`src/rtl/adc_serial_responder_if.sv`:
```
// Serial ADC link: CONVST/BUSY/CS/serial-clock/DATA.
//   master (reader side): drives convst, cs, sclk; receives busy, sdata.
//   slave  (ADC side)   : receives convst, cs, sclk; drives busy, sdata.
// cs is active low.
interface adc_serial_responder_if;
  logic convst;
  logic cs;
  logic sclk;
  logic busy;
  logic sdata;

  modport master (output convst, output cs, output sclk, input busy, input sdata);
  modport slave  (input convst, input cs, input sclk, output busy, output sdata);
endinterface

```
`src/rtl/adc_serial_responder.sv`:
```
// adc_serial_responder: synthesizable stand-in for a serial ADC.
// A convst rise starts a conversion of CONV_CYCLES clk cycles with busy high.
// At the end, sample_data is latched as the output word. A cs fall loads
// the word into a shift register, which is presented MSB-first on sdata and
// advanced on each sclk falling edge.
//
// Ports:
//   clk          system clock
//   nrst         asynchronous active-low reset
//   link         serial link, slave side (convst, cs, sclk in; busy, sdata out)
//   sample_data  value to be "converted", sampled at end of conversion
//   sample_valid high once any conversion has completed since reset
//   conv_missed  one-cycle pulse when a convst rise arrives mid-conversion
module adc_serial_responder #(
  parameter int DATA_W      = 16,
  parameter int CONV_CYCLES = 200
) (
  input  logic                  clk,
  input  logic                  nrst,
  adc_serial_responder_if.slave link,
  input  logic [DATA_W-1:0]     sample_data,
  output logic                  sample_valid,
  output logic                  conv_missed
);

  localparam int CNT_W = $clog2(CONV_CYCLES);
  localparam int BIT_W = $clog2(DATA_W + 1);
  localparam logic [CNT_W-1:0] CNT_LAST = CNT_W'(CONV_CYCLES - 1);
  localparam logic [BIT_W-1:0] BIT_LAST = BIT_W'(DATA_W);

  typedef enum logic {IDLE, CONVERT} state_t;

  // ---------------------------------------------------------------------------
  // Input synchronizers: [0],[1] form the 2-FF synchronizer, [2] holds the
  // previous synchronized value for edge detection.
  // ---------------------------------------------------------------------------
  logic [2:0] convst_sr;
  logic [2:0] cs_sr;
  logic [2:0] sclk_sr;

  // NOTE: sequential state uses non-blocking assignments so every register
  // samples the pre-edge values of its neighbours, exactly like the hardware.
  always_ff @(posedge clk or negedge nrst) begin
    if (!nrst) begin
      convst_sr <= '0;
      cs_sr     <= '1;  // deselected, so leaving reset never looks like a cs fall
      sclk_sr   <= '0;
    end else begin
      convst_sr <= {convst_sr[1:0], link.convst};
      cs_sr     <= {cs_sr[1:0],     link.cs};
      sclk_sr   <= {sclk_sr[1:0],   link.sclk};
    end
  end

  logic convst_rise;
  logic cs_low;
  logic cs_fall;
  logic sclk_fall;

  assign convst_rise = convst_sr[1] & ~convst_sr[2];
  assign cs_low      = ~cs_sr[1];
  assign cs_fall     = ~cs_sr[1] & cs_sr[2];
  assign sclk_fall   = ~sclk_sr[1] & sclk_sr[2];

  // ---------------------------------------------------------------------------
  // Conversion FSM
  // ---------------------------------------------------------------------------
  state_t            state, state_next;
  logic [CNT_W-1:0]  conv_cnt, conv_cnt_next;
  logic              busy_q, busy_next;
  logic [DATA_W-1:0] dout_reg, dout_next;
  logic              valid_next;
  logic              missed_next;

  always_ff @(posedge clk or negedge nrst) begin
    if (!nrst) begin
      state        <= IDLE;
      conv_cnt     <= '0;
      busy_q       <= 1'b0;
      dout_reg     <= '0;
      sample_valid <= 1'b0;
      conv_missed  <= 1'b0;
    end else begin
      state        <= state_next;
      conv_cnt     <= conv_cnt_next;
      busy_q       <= busy_next;
      dout_reg     <= dout_next;
      sample_valid <= valid_next;
      conv_missed  <= missed_next;
    end
  end

  // NOTE: every output of a combinational block gets a default first; any path
  // that leaves one unassigned would infer a latch.
  always_comb begin
    state_next    = state;
    conv_cnt_next = conv_cnt;
    busy_next     = busy_q;
    dout_next     = dout_reg;
    valid_next    = sample_valid;
    missed_next   = 1'b0;
    case (state)
      IDLE: begin
        if (convst_rise) begin
          state_next    = CONVERT;
          conv_cnt_next = '0;
          busy_next     = 1'b1;
        end
      end
      CONVERT: begin
        // A start request while converting is dropped but reported.
        if (convst_rise) missed_next = 1'b1;
        if (conv_cnt == CNT_LAST) begin
          dout_next  = sample_data;
          valid_next = 1'b1;
          busy_next  = 1'b0;
          state_next = IDLE;
        end else begin
          conv_cnt_next = conv_cnt + 1'b1;
        end
      end
      default: state_next = IDLE;
    endcase
  end

  assign link.busy = busy_q;

  // ---------------------------------------------------------------------------
  // Serial readout, independent of the FSM. A cs fall on the same cycle as a
  // conversion end loads the old dout_reg, since dout_reg updates on that edge.
  // ---------------------------------------------------------------------------
  logic [DATA_W-1:0] shift_reg, shift_next;
  logic [BIT_W-1:0]  bit_cnt, bit_cnt_next;
  logic              sdata_q, sdata_next;

  always_comb begin
    shift_next   = shift_reg;
    bit_cnt_next = bit_cnt;
    if (cs_fall) begin
      shift_next   = dout_reg;
      bit_cnt_next = '0;
    end else if (cs_low && sclk_fall && (bit_cnt < BIT_LAST)) begin
      shift_next   = {shift_reg[DATA_W-2:0], 1'b0};
      bit_cnt_next = bit_cnt + 1'b1;
    end
    // sdata is registered from the next shift value so a new bit appears on
    // the same edge the shift register loads or shifts, with no stale glitch.
    // Zero fill makes sdata 0 once all DATA_W bits have been shifted out.
    sdata_next = cs_low & shift_next[DATA_W-1];
  end

  always_ff @(posedge clk or negedge nrst) begin
    if (!nrst) begin
      shift_reg <= '0;
      bit_cnt   <= '0;
      sdata_q   <= 1'b0;
    end else begin
      shift_reg <= shift_next;
      bit_cnt   <= bit_cnt_next;
      sdata_q   <= sdata_next;
    end
  end

  assign link.sdata = sdata_q;

endmodule

```
`src/flat_wrapper.sv`:
```
// flat-port wrapper written by rule: the top's interface ports become plain ports
module adc_serial_responder_flat 
#(
  parameter int DATA_W      = 16,
  parameter int CONV_CYCLES = 200
)
  (clk, nrst, sample_data, sample_valid, conv_missed, link_convst, link_cs, link_sclk, link_busy, link_sdata);
  adc_serial_responder_if link_i ();
  input  logic clk;
  input  logic nrst;
  input  logic [DATA_W-1:0] sample_data;
  output logic sample_valid;
  output logic conv_missed;
  input wire logic [$bits(link_i.convst)-1:0] link_convst;
  input wire logic [$bits(link_i.cs)-1:0] link_cs;
  input wire logic [$bits(link_i.sclk)-1:0] link_sclk;
  output wire logic [$bits(link_i.busy)-1:0] link_busy;
  output wire logic [$bits(link_i.sdata)-1:0] link_sdata;
  assign link_i.convst = link_convst;
  assign link_i.cs = link_cs;
  assign link_i.sclk = link_sclk;
  assign link_busy = link_i.busy;
  assign link_sdata = link_i.sdata;
  adc_serial_responder #(.DATA_W(DATA_W), .CONV_CYCLES(CONV_CYCLES)) u_core (.clk(clk), .nrst(nrst), .link(link_i), .sample_data(sample_data), .sample_valid(sample_valid), .conv_missed(conv_missed));
endmodule
```
`config.mk`:
```
export PLATFORM = sky130hd
export DESIGN_NAME = adc_serial_responder_flat
export DESIGN_NICKNAME = d
export VERILOG_FILES = /design/src/rtl/adc_serial_responder_if.sv /design/src/rtl/adc_serial_responder.sv /design/src/flat_wrapper.sv
export SDC_FILE = /design/constraint.sdc
export NUM_CORES = 1
export LEC_CHECK = 0
export BUFFER_PORTS_ARGS = -buffer_cell sky130_fd_sc_hd__buf_2
export CAP_MARGIN = 20
export CELL_PAD_IN_SITES_DETAIL_PLACEMENT = 0
export CELL_PAD_IN_SITES_GLOBAL_PLACEMENT = 1
export CORE_AREA = 2 2 72 74
export CTS_BUF_LIST = sky130_fd_sc_hd__clkbuf_4
export DETAILED_ROUTE_END_ITERATION = 10
export DIE_AREA = 0 0 74 76
export GPL_TIMING_DRIVEN = 0
export PLACE_DENSITY_LB_ADDON = 0.1
export SLEW_MARGIN = 20
export SYNTH_ARGS = -nofsm -noshare
export SYNTH_HDL_FRONTEND = slang
export SYNTH_SLANG_ARGS = --single-unit
```
`constraint.sdc`:
```
create_clock -name clk -period 3.5 [get_ports clk]
set_input_delay 0.525 -clock clk [delete_from_list [all_inputs] [get_ports clk]]
set_output_delay 0.525 -clock clk [all_outputs]
set_load 0.02 [all_outputs]
```
==> results of run 1 <==
-- layout make-up --
class                      instances  area share [%]
clock inverter                     4           1.523
buffer                            10           1.970
tap                               70           3.135
timing repair buffer              24           4.389
multi-input combinational        137           32.24
sequential                        59           52.98
clock buffer                      12           3.224
inverter                           4          0.5374
-- placed cells by master (no fill, tap or decap), types with 6 or more instances in the layout --
master and n:
dfrtp_1 56, nand3_1 49, nand2_1 26, buf_2 24, clkbuf_4 12, mux2_4 8
mux2_2 8, clkbuf_1 7, o21ai_0 6, mux2i_1 6
-- kinds of logic (layout without fill, tap and decap cells) --
group | count (synthesis) | after routing | synth area share (%)
XOR/XNOR | 1 | 1 | 0.3574
adder cells (fa/ha/maj) | 2 | 2 | 1.021
AO/OA/AOI/OAI | 16 | 16 | 3.982
multiplexers | 22 | 22 | 11.03
AND/OR/NAND/NOR | 96 | 96 | 20.37
flip-flops | 59 | 59 | 60.39
buffers and inverters | 14 | 54 | 2.858
-- worst max path at each step --
stage                                   startpoint                         endpoint  slack (ns)  cells after the start
finish              u_core.conv_cnt[5]$_DFFE_PN0P_   u_core.dout_reg[9]$_DFFE_PN0P_        1.51                      4
global placement    u_core.conv_cnt[5]$_DFFE_PN0P_  u_core.dout_reg[11]$_DFFE_PN0P_        1.53                      4
global route        u_core.conv_cnt[5]$_DFFE_PN0P_  u_core.dout_reg[14]$_DFFE_PN0P_        1.40                      4
floorplan           u_core.conv_cnt[5]$_DFFE_PN0P_  u_core.dout_reg[10]$_DFFE_PN0P_        1.70                      4
detailed placement  u_core.conv_cnt[5]$_DFFE_PN0P_   u_core.dout_reg[9]$_DFFE_PN0P_        1.48                      4
CTS                 u_core.conv_cnt[5]$_DFFE_PN0P_   u_core.dout_reg[9]$_DFFE_PN0P_        1.47                      4
-- metrics by stage --
| step | setup WS (ns) | util [%] | instance area (um2) | power, mW |
|---|---|---|---|---|
| detailed placement | 1.485 | 54.18 | 2661 | 0.9673 |
| global route | 1.404 | 56.88 | 2794 | 1.510 |
| finish | 1.507 | 56.88 | 2794 | 1.427 |
| floorplan | 1.700 | - | 2451 | 0.9017 |
| global placement | 1.528 | 54.13 | 2659 | 0.9530 |
| CTS | 1.466 | 56.88 | 2794 | 1.446 |
-- power groups by stage --
| stage | clock, mW | sequential, mW | combinational [mW] |
|---|---|---|---|
| 2_1_floorplan | 0 | 0.782 | 0.120 |
| 3_5_place_dp | 0 | 0.792 | 0.175 |
| 6_report | 0.471 | 0.782 | 0.174 |
| 3_3_place_gp | 0 | 0.787 | 0.166 |
| 5_1_grt | 0.525 | 0.789 | 0.196 |
| 4_1_cts | 0.488 | 0.782 | 0.177 |
-- routing by layer --
| metal | vias to the layer above | routed length [um] |
|---|---|---|
| li1 | 811 | - |
| met1 | 796 | 2156 |
| met2 | 35 | 2180 |
| met3 | 8 | 172 |
| met4 | 0 | 76 |
| met5 | - | 0 |
-- critical path, stage by stage (launching register included) --
cell and delay (ns):
dfrtp_1 0.43, or3_4 0.44, nor3_4 0.50, buf_12 0.22
mux2_4 0.30
==> key figures, run 1 <==
Placement
  • Port bufs: 24
  • Inst Count DP: 304
  • Placer Congestion: 0.7437
  • Post-DP HPWL: 3044 um

Final layout
  • Final cell count without fillers: 320
  • Fill cells: 435
  • Diodes inserted: 0
  • Nets: 268
  • Synth-to-layout area growth: 13.99%
  • Sequential Area: 0.001480 mm2
  • Area of the multi-input gates: 900.9 um2
  • Share of cells above drive strength 1: 26.40%

Setup path
  • R2R Path End: u_core.dout_reg[9]$_DFFE_PN0P_
  • FF-to-FF Start: u_core.conv_cnt[5]$_DFFE_PN0P_
  • Critical path data arrival time: 2.27 ns
  • Reg2Reg Setup Slack: 1.51 ns
  • Worst Setup Path Type: flip-flop to flip-flop
  • Crit end category: flip-flop
  • Worst Path Required: 3.78 ns
  • Startpoint Class: flip-flop
  • Worst-path fanout max: 10
  • Reg2Reg Depth: 4

CTS
  • CTS H-tree depth: 3
  • CTS Hold Bufs: 0
  • CTS clk-pin slew, worst paths: 0.09 ns
  • Root Driver: clkbuf_4
  • Setup bufs post-CTS: 0
  • Clock Latency Late Sink: 0.39 ns
  • PostCTS Resize Cnt: 0
  • CTS max path bufs: 2
  • CTS Sinks: 59
  • TritonCTS clock tree: built
  • CTS Buf Count: 9

Synth
  • Yosys top cell area share: 57.17%
  • Most common cell in the netlist: dfrtp_1
  • EDFF count, synth: 0
  • Syn Nets: 233
  • Sequential-to-total area share from yosys stat: 60.39%
  • Top FF cell, synth: dfrtp_1
  • Synthesized area per cell: 11.67 um2
  • Synth Warn #: 0
  • Synth area leader: dfrtp_1
  • Top post-synthesis cells by area: dfrtp_1 (57%), nand3_1 (10%), mux2_4 (4.9%), nand2_1 (4.0%), mux2_2 (3.7%)
  • Mapped Cells: 210
  • Netlist Area Pre-Place: 0.002451 mm2
  • Yosys reg bits: 59
  • Yosys cell types: 37
  • Synth top cells by count: dfrtp_1 (56), nand3_1 (49), nand2_1 (26), mux2_2 (8), mux2_4 (8)
  • Post-synthesis async set-or-reset flop share: 100.0%

Timing
  • Slew @ Worst Pin: 0.7282 ns
  • Relative slew slack: 51.45%
  • Fmax: 501.7 MHz
  • Final Skew: 0.01126 ns
  • Setup TNS: 0 ns
  • Final period utilization: 56.95%
  • Final hold violations: 0
  • Fin. max-slew vios: 0
  • Tmin final: 1.993 ns
  • Hold_ws: 0.1785 ns
  • Final setup viols: 0
  • RSZ-0062 raised after global routing: false

Floorplan
  • Initial cell density of the core: 49.90%
  • DIE AREA: 0.005624 mm2
  • Die H: 76 um
  • I/O pins: 25
  • Core footprint: 0.004912 mm2
  • FP Rows: 26
  • Die Wd: 74 um

Pwr
  • Power density over the cells: 510.8 mW/mm2
  • Sw power: 387.5 uW
  • Clock Power Share: 33.0%
  • Switching Fraction: 27.15%
  • Flop pwr share: 54.8%
  • Comb power frac: 12.2%
  • Lkg Pwr: 1.370 nW
  • Worst vdd ir: 0.2801 mV
  • Pint: 1.040 mW

Detailed routing
  • Avg WL per Cell: 14.33 um
  • ANT nets after route: 0
  • DR iter-0 viols: 132
  • Residual DRC: 0
  • Via count: 1650
  • Drt first pass iters: 4
  • Vias per cell: 5.156
  • Drt total wl: 4586 um

Global route
  • Largest net degree at the start of global routing: 60
  • Initial antenna violation count: 0
  • GR Layer Usage met3: 5.688%
  • Met2 Usage GRT: 26.70%
  • Global-route wire length before repair: 7824 um
  • Total track usage: 18.63%
  • Grt total ovfl: 0
  • Grt peak-use layer: met2
  • Number of global-route vias before repair: 1646
  • Met1 Use GR: 26.09%

Flow run
  • Maxcap violations: 0

Status
  • Outcome: complete, no violations

Min path
  • HP Class: input port to asynchronous set/reset pin
(Power assumes the default switching activity.)
==> run 2, diff against run 1 <==
--- a/config.mk
+++ b/config.mk
@@ -9,10 +9,10 @@
 export CAP_MARGIN = 20
 export CELL_PAD_IN_SITES_DETAIL_PLACEMENT = 0
 export CELL_PAD_IN_SITES_GLOBAL_PLACEMENT = 1
-export CORE_AREA = 2 2 72 74
+export CORE_AREA = 2 2 75 77
 export CTS_BUF_LIST = sky130_fd_sc_hd__clkbuf_4
 export DETAILED_ROUTE_END_ITERATION = 10
-export DIE_AREA = 0 0 74 76
+export DIE_AREA = 0 0 77 79
 export GPL_TIMING_DRIVEN = 0
 export PLACE_DENSITY_LB_ADDON = 0.1
 export SLEW_MARGIN = 20
==> constraint.sdc (replaced) <==
create_clock -name clk -period 1.9 [get_ports clk]
set_input_delay 0.285 -clock clk [delete_from_list [all_inputs] [get_ports clk]]
set_output_delay 0.285 -clock clk [all_outputs]
set_load 0.02 [all_outputs]
==> run 2 against run 1 <==
Flip-flop and latch count did not move. Global-route usage decreased by 2.3 points. Combinational power increased by 85%. Setup slack got worse by 1.4 ns. Via count up 0.42%. Power up 91%. Die area grew 8.2%. Register-to-register slack lost 1.4 ns. Critical path depth stayed put. Clock skew is 0.0012 ns lower. Fmax is 11% higher. Count of clock-buffer cells in the layout is 2 lower. Highest routed layer unchanged.
==> key figures, run 2 (synthesized netlist as in run 1, its figures left out) <==
Final layout
  • Nets: 272 (+1.5%)
  • Final cell count without fillers: 326 (+1.9%)
  • Design area: 0.002884 mm2 (+3.2%)
  • Highest-count cells in the layout ignoring fill and taps: dfrtp_1 (56), nand3_1 (49), nand2_1 (26), buf_2 (24), clkbuf_4 (10)
  • Synth-to-layout area growth: 17.66%
  • Share of cells above drive strength 1: 26.38% (about the same)
  • Diodes inserted: 0 (unchanged)
  • Fill cells: 504 (+16%)
  • Most common cell after layout, fill and taps aside: dfrtp_1

Timing
  • Final Skew: 0.01007 ns (-0.001189 ns)
  • Tmin final: 1.798 ns (-0.1953 ns)
  • Final hold violations: 0 (unchanged)
  • Final WS setup: 0.1020 ns (-1.405 ns)
  • Final period utilization: 94.63% (+38 points)
  • Slew @ Worst Pin: 0.7330 ns (+0.004738 ns)
  • Relative slew slack: 51.14% (-0.32 points)
  • Fin. max-slew vios: 0 (unchanged)
  • Fmax: 556.2 MHz (+11%)
  • Final setup viols: 0 (unchanged)
  • Hold_ws: 0.1186 ns (-0.05984 ns)

Placement
  • Post-DP HPWL: 2786 um (-8.5%)
  • Inst Count DP: 306 (+0.66%)
  • Post-place setup slack: -0.09249 ns (-1.577 ns)
  • Port bufs: 24 (unchanged)
  • Placer Congestion: 0.7421 (-0.22%)
  • Dpl cell area: 0.002664 mm2 (about the same)

CTS
  • Clock Latency Late Sink: 0.39 ns (about the same)
  • CTS max path bufs: 2 (unchanged)
  • TritonCTS clock tree: built
  • CTS Sinks: 59 (unchanged)
  • CTS clk-pin slew, worst paths: 0.10 ns (about the same)
  • CTS Buf Count: 9 (unchanged)
  • Root Driver: clkbuf_4
  • CTS H-tree depth: 3 (unchanged)

Setup path
  • Reg2Reg Setup Slack: 0.10 ns (-1.40 ns)
  • Critical path's slowest cell: or4b_1
  • Bufs and invs on worst path: 1 (unchanged)
  • Worst-path fanout max: 19 (+9)
  • Levels on crit path: 4 (unchanged)
  • Reg2Reg Depth: 4 (unchanged)
  • Worst path cell trace: or4b_1 -> buf_2 -> mux2i_1 -> a211oi_1
  • Startpoint Class: flip-flop
  • CP startpoint: u_core.sclk_sr[1]$_DFF_PN0_
  • Worst Path Required: 2.19 ns (-1.59 ns)
  • FF-to-FF Start: u_core.sclk_sr[1]$_DFF_PN0_
  • Crit end category: flip-flop
  • Worst path max stage delay: 0.57 ns (+0.07 ns)
  • R2R Path End: u_core.link.sdata$_DFF_PN0_
  • Worst Setup Path Type: flip-flop to flip-flop
  • Critical path data arrival time: 2.09 ns (-0.18 ns)
  • Worst path top cell family by delay: simple AND/OR/NAND/NOR gates
  • CP endpoint: u_core.link.sdata$_DFF_PN0_

Pwr
  • Final Power: 2.728 mW (+91%)
  • Lkg Pwr: 1.403 nW (+2.4%)
  • Power density over the cells: 946.1 mW/mm2 (+85%)
  • Worst vdd ir: 0.6100 mV (+120%)

Floorplan
  • Die H: 79 um (+3.9%)
  • Die Wd: 77 um (+4.1%)
  • I/O pins: 25 (unchanged)
  • DIE AREA: 0.006083 mm2 (+8.2%)
  • Initial cell density of the core: 45.92% (-4.0 points)
  • FP Rows: 27 (+3.8%)
  • Core footprint: 0.005338 mm2 (+8.7%)

Detailed routing
  • ANT nets after route: 0 (unchanged)
  • Vias per cell: 5.083 (-1.4%)
  • Residual DRC: 0 (unchanged)
  • Avg WL per Cell: 13.29 um (-7.3%)
  • Drt total wl: 4333 um (-5.5%)
  • Via count: 1657 (+0.42%)
  • Drt first pass iters: 4 (unchanged)
  • DR iter-0 viols: 82 (-38%)

Global route
  • Largest net degree at the start of global routing: 60 (unchanged)
  • Initial antenna violation count: 0 (unchanged)
  • Total track usage: 16.31% (-2.3 points)
  • Grt total ovfl: 0 (unchanged)
  • Number of global-route vias before repair: 1603 (-2.6%)
  • Global-route wire length before repair: 7707 um (-1.5%)

Min path
  • HP Class: input port to flip-flop

Flow run
  • Maxcap violations: 0 (unchanged)

Status
  • Outcome: complete, no violations
-- run 2: cell count changes in the layout (fill, tap and decap cells not counted), sizes merged --
| cell | before | now |
|---|---|---|
| dlygate4sd3 | 0 | 4 |
| clkbuf | 19 | 16 |
| buf | 27 | 28 |
| bufinv | 1 | 2 |
| clkinvlp | 0 | 1 |
-- run 2: area by class of cell --
class | count | area (um2) | share of cell area, %
clock buffers | 10 | 75.07 | 2.603
repair buffers | 29 | 182.7 | 6.334
flip-flops and latches | 59 | 1480 | 51.32
clock inverters | 6 | 80.08 | 2.777
plain buffers | 9 | 51.30 | 1.779
well taps | 72 | 90.09 | 3.124
inverters | 4 | 15.01 | 0.5206
multi-input cells | 137 | 909.6 | 31.54
-- run 2: through the flow --
stage / TNS [ns] / utilization [%]
after floorplan: 0 / -
after global placement: -0.6647 / 49.86
after detailed placement: -0.7067 / 49.91
after CTS: 0 / 53.94
after global routing: -0.008556 / 54.03
final: 0 / 54.03
-- run 2: repair_timing --
| item | in CTS | in global routing |
|---|---|---|
| buffers inserted | 1 | 0 |
| pin swaps | 1 | 0 |
| endpoints found under the setup margin | 8 | 10 |
| gates resized for setup | 0 | 1 |
| gates cloned | 0 | 0 |
| hold endpoints to repair | 59 | 0 |
| hold buffers | 4 | 0 |
-- run 2: how the worst min path moves through the flow --
stage                                                 end  slack [ns]  depth (start not counted)                        start
final                      u_core.dout_reg[0]$_DFFE_PN0P_        0.12                          2               sample_data[0]
after global routing      u_core.dout_reg[10]$_DFFE_PN0P_        0.08                          2              sample_data[10]
after CTS                  u_core.dout_reg[0]$_DFFE_PN0P_        0.09                          2               sample_data[0]
after detailed placement      u_core.sclk_sr[1]$_DFF_PN0_        0.34                          0  u_core.sclk_sr[0]$_DFF_PN0_
after global placement        u_core.sclk_sr[1]$_DFF_PN0_        0.33                          0  u_core.sclk_sr[0]$_DFF_PN0_
after floorplan             u_core.bit_cnt[0]$_DFFE_PN0P_       -0.01                          0                         nrst
-- run 2: per-layer routing --
metal | share of wire (%) | track usage (%)
met3 | 5.5 | 5.909
met2 | 44 | 23.77
met4 | 1.7 | 6.071
met1 | 48 | 22.49
met5 | 0 | 0
-- run 2: worst register-to-register path, cell delays in order, from the launching register on --
cell      delay, ns
dfrtp_1        0.44
or4b_1         0.57
buf_2          0.26
mux2i_1        0.18
a211oi_1       0.25
-- run 2: power by group --
group	internal (mW)	switching (mW)	total, mW
Sequential	1.34	0.0917	1.43
Clock	0.538	0.434	0.972
Combinational	0.144	0.178	0.322
